**src/rtl/aes_pkg.sv**
```systemverilog
`default_nettype none
// +----------------------------------------------------------------------+
// | aes_pkg : GF(2^8) helpers and MixColumns coefficients shared by the   |
// |           AES encrypt/decrypt datapaths and the key schedule.         |
// | Revision: 1.0                                                         |
// +----------------------------------------------------------------------+
package aes_pkg;

  localparam logic [7:0] GF_POLY = 8'h1B;

  // Indexed by (byte position - output row) mod 4.
  localparam logic [7:0] INV_MC_COEF [4] = '{8'h0E, 8'h0B, 8'h0D, 8'h09};

  function automatic logic [7:0] gf_xtime(input logic [7:0] x);
    return {x[6:0], 1'b0} ^ (x[7] ? GF_POLY : 8'h00);
  endfunction

endpackage
`default_nettype wire

```
**src/rtl/gf_inv_mul_8.sv**
```systemverilog
`default_nettype none
// +----------------------------------------------------------------------+
// | gf_inv_mul_8 : one byte times the InvMixColumns constants 9/B/D/E.    |
// | Revision: 1.0                                                         |
// +----------------------------------------------------------------------+
module gf_inv_mul_8
  import aes_pkg::*;
(
  input  logic [7:0] din,
  output logic [7:0] mul9,
  output logic [7:0] mulB,
  output logic [7:0] mulD,
  output logic [7:0] mulE
);

  logic [7:0] w_x2;
  logic [7:0] w_x4;
  logic [7:0] w_x8;

  assign w_x2 = gf_xtime(din);
  assign w_x4 = gf_xtime(w_x2);
  assign w_x8 = gf_xtime(w_x4);

  assign mul9 = w_x8 ^ din;
  assign mulB = w_x8 ^ w_x2 ^ din;
  assign mulD = w_x8 ^ w_x4 ^ din;
  assign mulE = w_x8 ^ w_x4 ^ w_x2;

endmodule
`default_nettype wire

```
**src/rtl/inv_mixcolumn_stream_8.sv**
```systemverilog
`default_nettype none
// +----------------------------------------------------------------------+
// | inv_mixcolumn_stream_8 : byte-serial AES InvMixColumns with a         |
// |                          double-buffered column output stage.         |
// | Revision: 1.0                                                         |
// +----------------------------------------------------------------------+
module inv_mixcolumn_stream_8
  import aes_pkg::*;
#(
  parameter int NCOL = 4
) (
  input  logic       clk,
  input  logic       rst,
  input  logic       flush,
  input  logic       in_valid,
  output logic       in_ready,
  input  logic [7:0] in_data,
  output logic       out_valid,
  input  logic       out_ready,
  output logic [7:0] out_data,
  output logic       out_last
);

  localparam int            OCW       = (NCOL > 1) ? $clog2(NCOL) : 1;
  localparam logic [OCW-1:0] OCOL_LAST = OCW'(NCOL - 1);

  logic [1:0]     icnt_q;
  logic [1:0]     ocnt_q;
  logic [OCW-1:0] ocol_q;
  logic           obuf_full_q;
  logic [7:0]     acc_q  [4];
  logic [7:0]     acc_d  [4];
  logic [7:0]     obuf_q [4];

  logic [7:0] w_mul9, w_mulB, w_mulD, w_mulE;
  logic [7:0] w_prod [4];
  logic       w_clr, w_in_fire, w_out_fire, w_pop_last, w_load;

  gf_inv_mul_8 u_mul (
    .din  (in_data),
    .mul9 (w_mul9),
    .mulB (w_mulB),
    .mulD (w_mulD),
    .mulE (w_mulE)
  );

  always_comb begin
    for (int k = 0; k < 4; k++) begin
      case (INV_MC_COEF[k])
        8'h09:   w_prod[k] = w_mul9;
        8'h0B:   w_prod[k] = w_mulB;
        8'h0D:   w_prod[k] = w_mulD;
        default: w_prod[k] = w_mulE;
      endcase
    end
  end

  // Byte 0 of a column loads instead of XORing, so the accumulators self-clear.
  for (genvar i = 0; i < 4; i++) begin : g_acc
    logic [1:0] w_k;
    assign w_k      = icnt_q - 2'(i);
    assign acc_d[i] = (icnt_q == 2'd0) ? w_prod[w_k] : (acc_q[i] ^ w_prod[w_k]);
  end

  assign w_clr      = rst | flush;
  assign w_out_fire = obuf_full_q & out_ready;
  assign w_pop_last = w_out_fire & (ocnt_q == 2'd3);
  assign in_ready   = (icnt_q != 2'd3) | ~obuf_full_q | w_pop_last;
  assign w_in_fire  = in_valid & in_ready;
  assign w_load     = w_in_fire & (icnt_q == 2'd3);

  assign out_valid = obuf_full_q;
  assign out_data  = obuf_q[ocnt_q];
  assign out_last  = obuf_full_q & (ocol_q == OCOL_LAST) & (ocnt_q == 2'd3);

  always_ff @(posedge clk) begin
    if (w_clr) begin
      icnt_q      <= 2'd0;
      ocnt_q      <= 2'd0;
      ocol_q      <= '0;
      obuf_full_q <= 1'b0;
      for (int i = 0; i < 4; i++) begin
        acc_q[i]  <= 8'h00;
        obuf_q[i] <= 8'h00;
      end
    end else begin
      if (w_in_fire) begin
        icnt_q <= icnt_q + 2'd1;
        for (int i = 0; i < 4; i++) acc_q[i] <= acc_d[i];
      end
      // A column load beats a same-cycle final pop.
      if (w_load) begin
        for (int i = 0; i < 4; i++) obuf_q[i] <= acc_d[i];
        obuf_full_q <= 1'b1;
        ocnt_q      <= 2'd0;
      end else if (w_out_fire) begin
        ocnt_q <= ocnt_q + 2'd1;
        if (ocnt_q == 2'd3) obuf_full_q <= 1'b0;
      end
      if (w_pop_last) begin
        ocol_q <= (ocol_q == OCOL_LAST) ? '0 : ocol_q + OCW'(1);
      end
    end
  end

endmodule
`default_nettype wire

```
**config.mk**
```make
export PLATFORM = sky130hd
export DESIGN_NAME = inv_mixcolumn_stream_8
export DESIGN_NICKNAME = d
export VERILOG_FILES = /design/src/rtl/aes_pkg.sv /design/src/rtl/gf_inv_mul_8.sv /design/src/rtl/inv_mixcolumn_stream_8.sv
export SDC_FILE = /design/constraint.sdc
export NUM_CORES = 1
export LEC_CHECK = 0
export CAP_MARGIN = 30
export CORE_ASPECT_RATIO = 0.75
export CORE_MARGIN = 1.5
export CORE_UTILIZATION = 45
export CTS_CLUSTER_DIAMETER = 100
export DETAILED_ROUTE_END_ITERATION = 16
export HOLD_SLACK_MARGIN = 0.02
export REMOVE_ABC_BUFFERS = 1
export SLEW_MARGIN = 10
export SYNTH_ARGS = -nofsm -noshare
export SYNTH_HDL_FRONTEND = slang
export SYNTH_SLANG_ARGS = --single-unit
```
**constraint.sdc**
```tcl
create_clock -name clk -period 6.9 [get_ports clk]
set_input_delay 1.38 -clock clk [delete_from_list [all_inputs] [get_ports clk]]
set_output_delay 1.38 -clock clk [all_outputs]
set_load 0.02 [all_outputs]
```
# Word level (Yosys, flattened, before mapping)
# Memory sizes are Yosys's and may differ from the RTL's. A register that Yosys moved wholly into a read port is not among the register bits.
# Index checks and enable logic that the tools add are counted.
# op_classes
n_lt_le_gt_ge,4
reduce_logical,5
n_mux,41
eq_ne,4
bitwise_logic,35
add_sub_neg,6
# op_table
op,count
$mux 8,20
$xor 8x8->8,13
$bmux 8 s2,4
$mux 5,3
$ge 3x3->1 const B,4
$not 2->3,4
$mux 1,11
$or 1x1->1,11
$add 2x1->2 const B,3
$and 1x1->1,6
$eq 2x2->1 const B,3
$mux 2,3
$reduce_bool 2->1,2
$sub 2x2->2 const B,2
$logic_not 2->1,1
$ne 2x2->1 const B,1
$reduce_and 2->1,1
$reduce_or 2->1,1
$sub 2x1->2 const B,1
$not 1->1,1
# word_totals
output_inout_bits,11
ram_bits,64
in_bits,13
reg_bits,7
memories,2
elab_cells,101
# memory_table
name,words,width,read_ports,rd_ports_with_merged_regs,wr,line_no,text
acc_q,4,8,4,0,4,inv_mixcolumn_stream_8.sv:31,logic [7:0] acc_q [4];
obuf_q,4,8,1,1,4,inv_mixcolumn_stream_8.sv:33,logic [7:0] obuf_q [4];

# Depth between registers and ports, before layout
# Gate-level depths: netlist (run 1).
# depth
ltp_word,14
depth_mapped,11
depth_no_buf,8

# Hierarchy
# Synthesis (run 1) repeated with hierarchy kept, for this count alone.
# unflattened
cells_unflattened,351
hier_area_um2,4914.7
# modules_own_cells
mod,cells_each,area_each_um2,seq_area_each_um2,instances
inv_mixcolumn_stream_8,298,4232.8,2102.0,1
gf_inv_mul_8,53,681.9,0.0,1

# Least setup slack after synthesis (run 1)
# Ideal clock, no wire load.
# synth_timing
path_type,input to register
from,input in_data[5]
to,"memory acc_q[1][3], data pin"
required_time_ns,6.634
stages,7
slack_ns,3.633
arrival_ns,3.001
setup_ns,0.266
n_path_buf,1
cell_sequence,buf_6 xnor3_2 xnor2_4 mux2_4 a211oi_2 xnor2_1 nor2_1
# synth_lines
item,line_no,text
"start, declared",inv_mixcolumn_stream_8.sv:17,"input logic [7:0] in_data,"
"end, declared",inv_mixcolumn_stream_8.sv:31,

# Worst setup path in the final report (run 1)
# layout_timing
from,input out_ready
to,output in_ready
# layout_via
elab_chain_cells,3
# layout_lines
item,line_no,text
"start, declared",inv_mixcolumn_stream_8.sv:19,"input logic out_ready,"
$and 1x1->1,inv_mixcolumn_stream_8.sv:66,assign w_out_fire = obuf_full_q & out_ready;
$and 1x1->1,inv_mixcolumn_stream_8.sv:67,assign w_pop_last = w_out_fire & (ocnt_q == 2'd3);
$or 1x1->1,inv_mixcolumn_stream_8.sv:68,assign in_ready = (icnt_q != 2'd3) | ~obuf_full_q | w_pop_last;
"end, declared",inv_mixcolumn_stream_8.sv:16,"output logic in_ready,"
# Every way passes these cells.

==> results of run 1 <==
worst reg2reg max path: cells and delay by family, from the launching register on:
kind	cells	cell delay, ps
and+or+nand+nor	1	60
adders and majority gates	1	730
xor gates and xnor gates	1	170
AOI/OAI and AO/OA	3	490
buffers and inverters	3	900
DFF	1	310
layout make-up:
cell class                 instances  area share
multi-input combinational        363       0.463
sequential                        73       0.381
timing repair buffer              32      0.0567
clock buffer                       9      0.0409
tap                              136      0.0309
clock inverter                     7      0.0256
inverter                           3     0.00204
flip-flops by register name (all words and copies together) (netlist names), named ones only:
name / flops
acc_q: 32
obuf_q: 32
icnt_q: 2
ocnt_q: 2
ocol_q: 2
out_valid: 1
power breakdown:
group | internal, mW | total (mW) | switching [mW]
Sequential | 0.503 | 0.509 | 0.00537
Combinational | 0.126 | 0.281 | 0.154
Clock | 0.390 | 0.576 | 0.186
through the flow:
step / std cells / utilization / worst slack (ps)
6_report: 623 / 0.532 / 2670
2_1_floorplan: 439 / - / 3210
4_1_cts: 622 / 0.530 / 2680
5_1_grt: 623 / 0.532 / 2630
3_5_place_dp: 606 / 0.495 / 2450
3_3_place_gp: 605 / 0.493 / 2520
metal layers:
layer	GRT usage	wire length, um
met1	0.287	5300
met2	0.311	4580
met3	0.0511	434
met4	0.0620	165
met5	0	0
worst min-delay path by stage:
stage                     startpoint        end  slack [ps]  cells after the start
final                      ocnt_q[1]  ocnt_q[1]         500                      2
after global routing       ocnt_q[1]  ocnt_q[1]         530                      2
after floorplan            ocnt_q[1]   register         450                      2
after global placement     ocnt_q[1]  ocnt_q[1]         470                      2
after detailed placement   ocnt_q[1]  ocnt_q[1]         490                      2
after CTS                  ocnt_q[1]  ocnt_q[1]         500                      2
synth_stat cells, drive strengths merged:
library cell	count
a211oi	4
edfxtp	64
o32ai	3
or2	2
clkbuf	25
o221a	1
inv	3
xnor2	63
nand3	13
and3	1
mux2	2
o22ai	5
o21ai	16
nand3b	1
mux4	8
mux2i	28
or3	1
o221ai	1
nor3	4
nor2b	24
dfxtp	9
xnor3	6
nand4	1
nand2b	15
xor3	1
nand2	28
and2	2
nor2	91
a21oi	23
a22o	1
a22oi	2
xor2	12
ha	4
buf	13
cells by family (layout without fill, tap and decap cells):
logic type	count (synthesis)	after routing	share of synthesized area
muxes	38	38	0.102
and+or+nand+nor	183	183	0.171
AOI/OAI and AO/OA	56	56	0.0718
xor gates and xnor gates	82	82	0.173
buffers and inverters	41	51	0.0360
adders and majority gates	4	4	0.0104
DFF	73	73	0.436
==> flow_summary.json, run 1 <==
{
  "status": "finished clean",
  "cts_root_buf": "clkbuf_16",
  "hold_violations": 0,
  "seqCellArea_um2": 2100,
  "grt-ovfl-total": 0,
  "postRouteAntennaNets": 0,
  "cts_made_buffers": 9,
  "insertion_delay_ps": 340,
  "grt_max_degree": 45,
  "grt_antenna_before_repair": 0,
  "synth.area.top_cells": "edfxtp_1 40%, xnor2_1 11%, nor2_1 7.1%, mux2i_1 5.8%, dfxtp_1 3.7%",
  "cp.arrival_ps": 2850,
  "rsz0062_at_grt": "no",
  "final_common_cell": "nor2_1",
  "synth_top_area_cell": "edfxtp_1",
  "viasPerCell": 5.39,
  "final_nets": 499,
  "crit_path_end": "in_ready",
  "cp_common_cell": "clkdlybuf4s50_1",
  "r2r_start": "icnt_q[1]",
  "cp_num_buf_inv": 2,
  "post-route-period-util": 0.613,
  "rr_worst_depth": 9,
  "post_drt_wl_per_cell_um": 16.8,
  "fin_area_um2": 5510,
  "drt-initial-drc-count": 215,
  "synth_seq_cells": 73,
  "final_cell_mix": "91 x nor2_1, 64 x edfxtp_1, 62 x xnor2_1",
  "worst_pin_slew_ps": 919,
  "first_global_vias": 3323,
  "drt_pass1_iterations": 4,
  "cts_hold_buffers": 0,
  "area_delta_synth_final_pct": 14.2,
  "drt-total-wl_mm": 10.5,
  "die_y_um": 92.7,
  "power.static_leakage_nw": 2.02,
  "initial_utilization": 0.465,
  "drc": 0,
  "startpoint_type": "input port",
  "core_um2": 10400,
  "worstSetupPathType": "in -> out",
  "vdd_drop_max_uv": 136,
  "setup_viol": 0,
  "slew_viol_final": 0,
  "cp_slowest_cell": "clkdlybuf4s50_1",
  "max_slew_margin": 0.386,
  "htreeDepth": 3,
  "place_congestion": 0.732,
  "std_cell_rows": 32,
  "clock_skew_ps": 6.89,
  "crit_path_end_kind": "output port",
  "power_density_nw_per_um2": 248,
  "yosysTopAreaCellShare": 0.398,
  "hold_path_class": "reg -> reg",
  "rr_endpoint": "acc_q[1][0]",
  "clockBufferDepth": 2,
  "grt_usage": 0.205,
  "cts_resized": 0,
  "num_antenna_cells": 0,
  "avgSynthCellArea_um2": 10.1,
  "ys_warn_count": 0,
  "power.total_mw": 1.37,
  "crit_path_cell_trace": "clkdlybuf4s50_1, nand2_1, nand3_1, clkdlybuf4s50_1",
  "crit_path_max_incr_delay_ps": 650,
  "cp_num_cells": 4,
  "period_minus_slack_ps": 4230,
  "synth_area_um2": 4830,
  "required_ps": 5520,
  "fmax_mhz": 237,
  "layout-drive-gt1-share": 0.0924,
  "grt_first_pass_wirelength_mm": 17.3,
  "num_io_pins": 24,
  "ys_types": 40,
  "worstPathMaxFanout": 6,
  "die-area_um2": 11400,
  "die_w_um": 123,
  "post-cts-setup-buffer-count": 0,
  "yosysSeqAreaShare": 0.436,
  "cts_tree": "done",
  "final.setup.tns_ps": 0,
  "dpl-instance-area_um2": 5130,
  "critical-path-top-delay-family": "buffers and inverters",
  "cp-startpoint": "out_ready",
  "portBuffers": 23,
  "clock-sinks": 73,
  "clk_pin_slew_ps": 60,
  "rrSetupSlack_ps": 3980,
  "hpwl_mm": 6.92,
  "multiInputGateArea_um2": 2550,
  "max_cap_violations": 0,
  "postSynthCellCount": 477,
  "timing.hold.ws_ps": 499,
  "vias": 3361,
  "n_fill_cell": 912
}
Note: power is estimated with default switching activity, not from simulation.
==> inputs of run 2 (changes only) <==
==> constraint.sdc (replaced) <==
create_clock -name clk -period 4.25 [get_ports clk]
set_input_delay 0.85 -clock clk [delete_from_list [all_inputs] [get_ports clk]]
set_output_delay 0.85 -clock clk [all_outputs]
set_load 0.02 [all_outputs]
==> flow_summary.json, run 2 (same netlist as run 1, synthesis figures left out) <==
{
  "die_w_um": 123,
  "required_ps": 3400,
  "clock-sinks": 73,
  "cts_root_buf": "clkbuf_16",
  "final_nets": 504,
  "grt_max_degree": 45,
  "fmax_mhz": 309,
  "drt-initial-drc-count": 245,
  "clk_pin_slew_ps": 50,
  "p_sw_uw": 548,
  "p_int_mw": 1.51,
  "grt-ovfl-total": 0,
  "hold_violations": 0,
  "seqCellArea_um2": 2100,
  "setup_viol": 0,
  "crit_path_cell_trace": "mux4_2, clkdlybuf4s50_1",
  "insertion_delay_ps": 340,
  "largestRegisters": "acc_q: 32 flops, obuf_q: 32 flops",
  "first_global_vias": 3456,
  "portBuffers": 23,
  "std_cell_rows": 32,
  "initial_utilization": 0.465,
  "startpoint_type": "register",
  "vdd_drop_max_uv": 254,
  "p_seq_frac": 0.402,
  "pwr-share-clk": 0.375,
  "power.total_mw": 2.06,
  "htreeDepth": 3,
  "grt_antenna_before_repair": 0,
  "grt_usage": 0.203,
  "cts_made_buffers": 9,
  "worst_pin_slew_ps": 847,
  "vias": 3351,
  "hpwl_mm": 7.26,
  "drt_pass1_iterations": 4,
  "num_io_pins": 24,
  "status": "finished clean",
  "power_density_nw_per_um2": 373,
  "clockBufferDepth": 2,
  "fin_area_um2": 5510,
  "cp_num_buf_inv": 1,
  "cp.arrival_ps": 2390,
  "multiInputGateArea_um2": 2550,
  "cts_resized": 0,
  "crit_path_end_kind": "output port",
  "period_minus_slack_ps": 3240,
  "cp_num_cells": 2,
  "placed_cells": 612,
  "final_cells": 628,
  "layout-drive-gt1-share": 0.0996,
  "final.setup.tns_ps": 0,
  "p_comb_frac": 0.223,
  "critical-path-top-delay-family": "flip-flops",
  "max_cap_violations": 0,
  "power.static_leakage_nw": 2.03,
  "cp_slowest_cell": "dfxtp_1",
  "worst_hold_path.num_cells": 2,
  "num_antenna_cells": 0,
  "cts_tree": "done",
  "clock_skew_ps": 6.47,
  "rsz0062_at_grt": "no",
  "slew_viol_final": 0,
  "n_fill_cell": 922,
  "drt-total-wl_mm": 10.6,
  "final_common_cell": "nor2_1",
  "post-route-period-util": 0.762,
  "grt_first_pass_wirelength_mm": 17.5,
  "final_cell_mix": "91 x nor2_1, 64 x edfxtp_1, 62 x xnor2_1",
  "cts_hold_buffers": 0,
  "viasPerCell": 5.34,
  "dpl-instance-area_um2": 5200,
  "worstPathMaxFanout": 8,
  "core_um2": 10400,
  "area_delta_synth_final_pct": 14.2,
  "worstSetupPathType": "reg -> out",
  "drc": 0,
  "max_slew_margin": 0.435,
  "die_y_um": 92.7,
  "place_congestion": 0.771,
  "post-cts-setup-buffer-count": 0,
  "hold_path_class": "reg -> reg",
  "rr_worst_depth": 9,
  "post_drt_wl_per_cell_um": 16.9,
  "die-area_um2": 11400,
  "crit_path_max_incr_delay_ps": 870,
  "postRouteAntennaNets": 0,
  "swShare": 0.266
}
-- run 2: changes by cell type in the layout (fill, tap and decap cells not counted), moves of 2 or more --
cell / before / now
bufinv_16: 4 / 0
buf_8: 2 / 0
buf_12: 0 / 2
buf_4: 7 / 11
clkbuf_16: 9 / 11
-- run 2: worst register-to-register path: cells and delay by family (launching register included) --
family / cells / cell delay (ps)
adders and majority gates: 1 / 720
buffers and inverters: 3 / 950
xor gates and xnor gates: 1 / 250
AOI/OAI and AO/OA: 3 / 330
DFF: 1 / 320
and+or+nand+nor: 1 / 70
-- run 2: cell type report --
class	instances	share of cell area
Clock buffer	13	0.0531
Clock inverter	3	0.00341
Tap cell	136	0.0309
Sequential cell	73	0.382
Inverter	3	0.00204
Multi-Input combinational cell	363	0.463
Timing Repair Buffer	37	0.0661
-- run 2: routing by layer --
| metal | routed length (um) | vias to the layer above | GRT usage |
|---|---|---|---|
| met4 | 157 | 0 | 0.0572 |
| met5 | 0 | - | 0 |
| met2 | 4600 | 53 | 0.313 |
| met3 | 501 | 12 | 0.0406 |
| met1 | 5350 | 1635 | 0.290 |
| li1 | - | 1651 | - |
-- run 2: power by group through the flow --
| stage | registers, mW | clock network [mW] | logic [mW] |
|---|---|---|---|
| 4_1_cts | 0.827 | 0.783 | 0.461 |
| 5_1_grt | 0.831 | 0.810 | 0.505 |
| 3_5_place_dp | 0.842 | 0 | 0.458 |
| 3_3_place_gp | 0.840 | 0 | 0.454 |
| 6_report | 0.827 | 0.770 | 0.459 |
| 2_1_floorplan | 0.844 | 0 | 0.339 |
-- run 2: worst paths after layout --
kind / startpoint / to / slack, ps
min reg2reg: ocnt_q[1] / ocnt_q[1] / 490
min: ocnt_q[1] / ocnt_q[1] / 490
max: register / out_data[1] / 1010
max reg2reg: icnt_q[1] / obuf_q[3][7] / 1360
-- run 2: stage by stage --
step,hold slack [ps],worst slack (ps),util
2_1_floorplan,454,557,-
3_3_place_gp,473,841,0.500
3_5_place_dp,484,811,0.501
4_1_cts,492,957,0.531
5_1_grt,542,888,0.531
6_report,491,1010,0.531
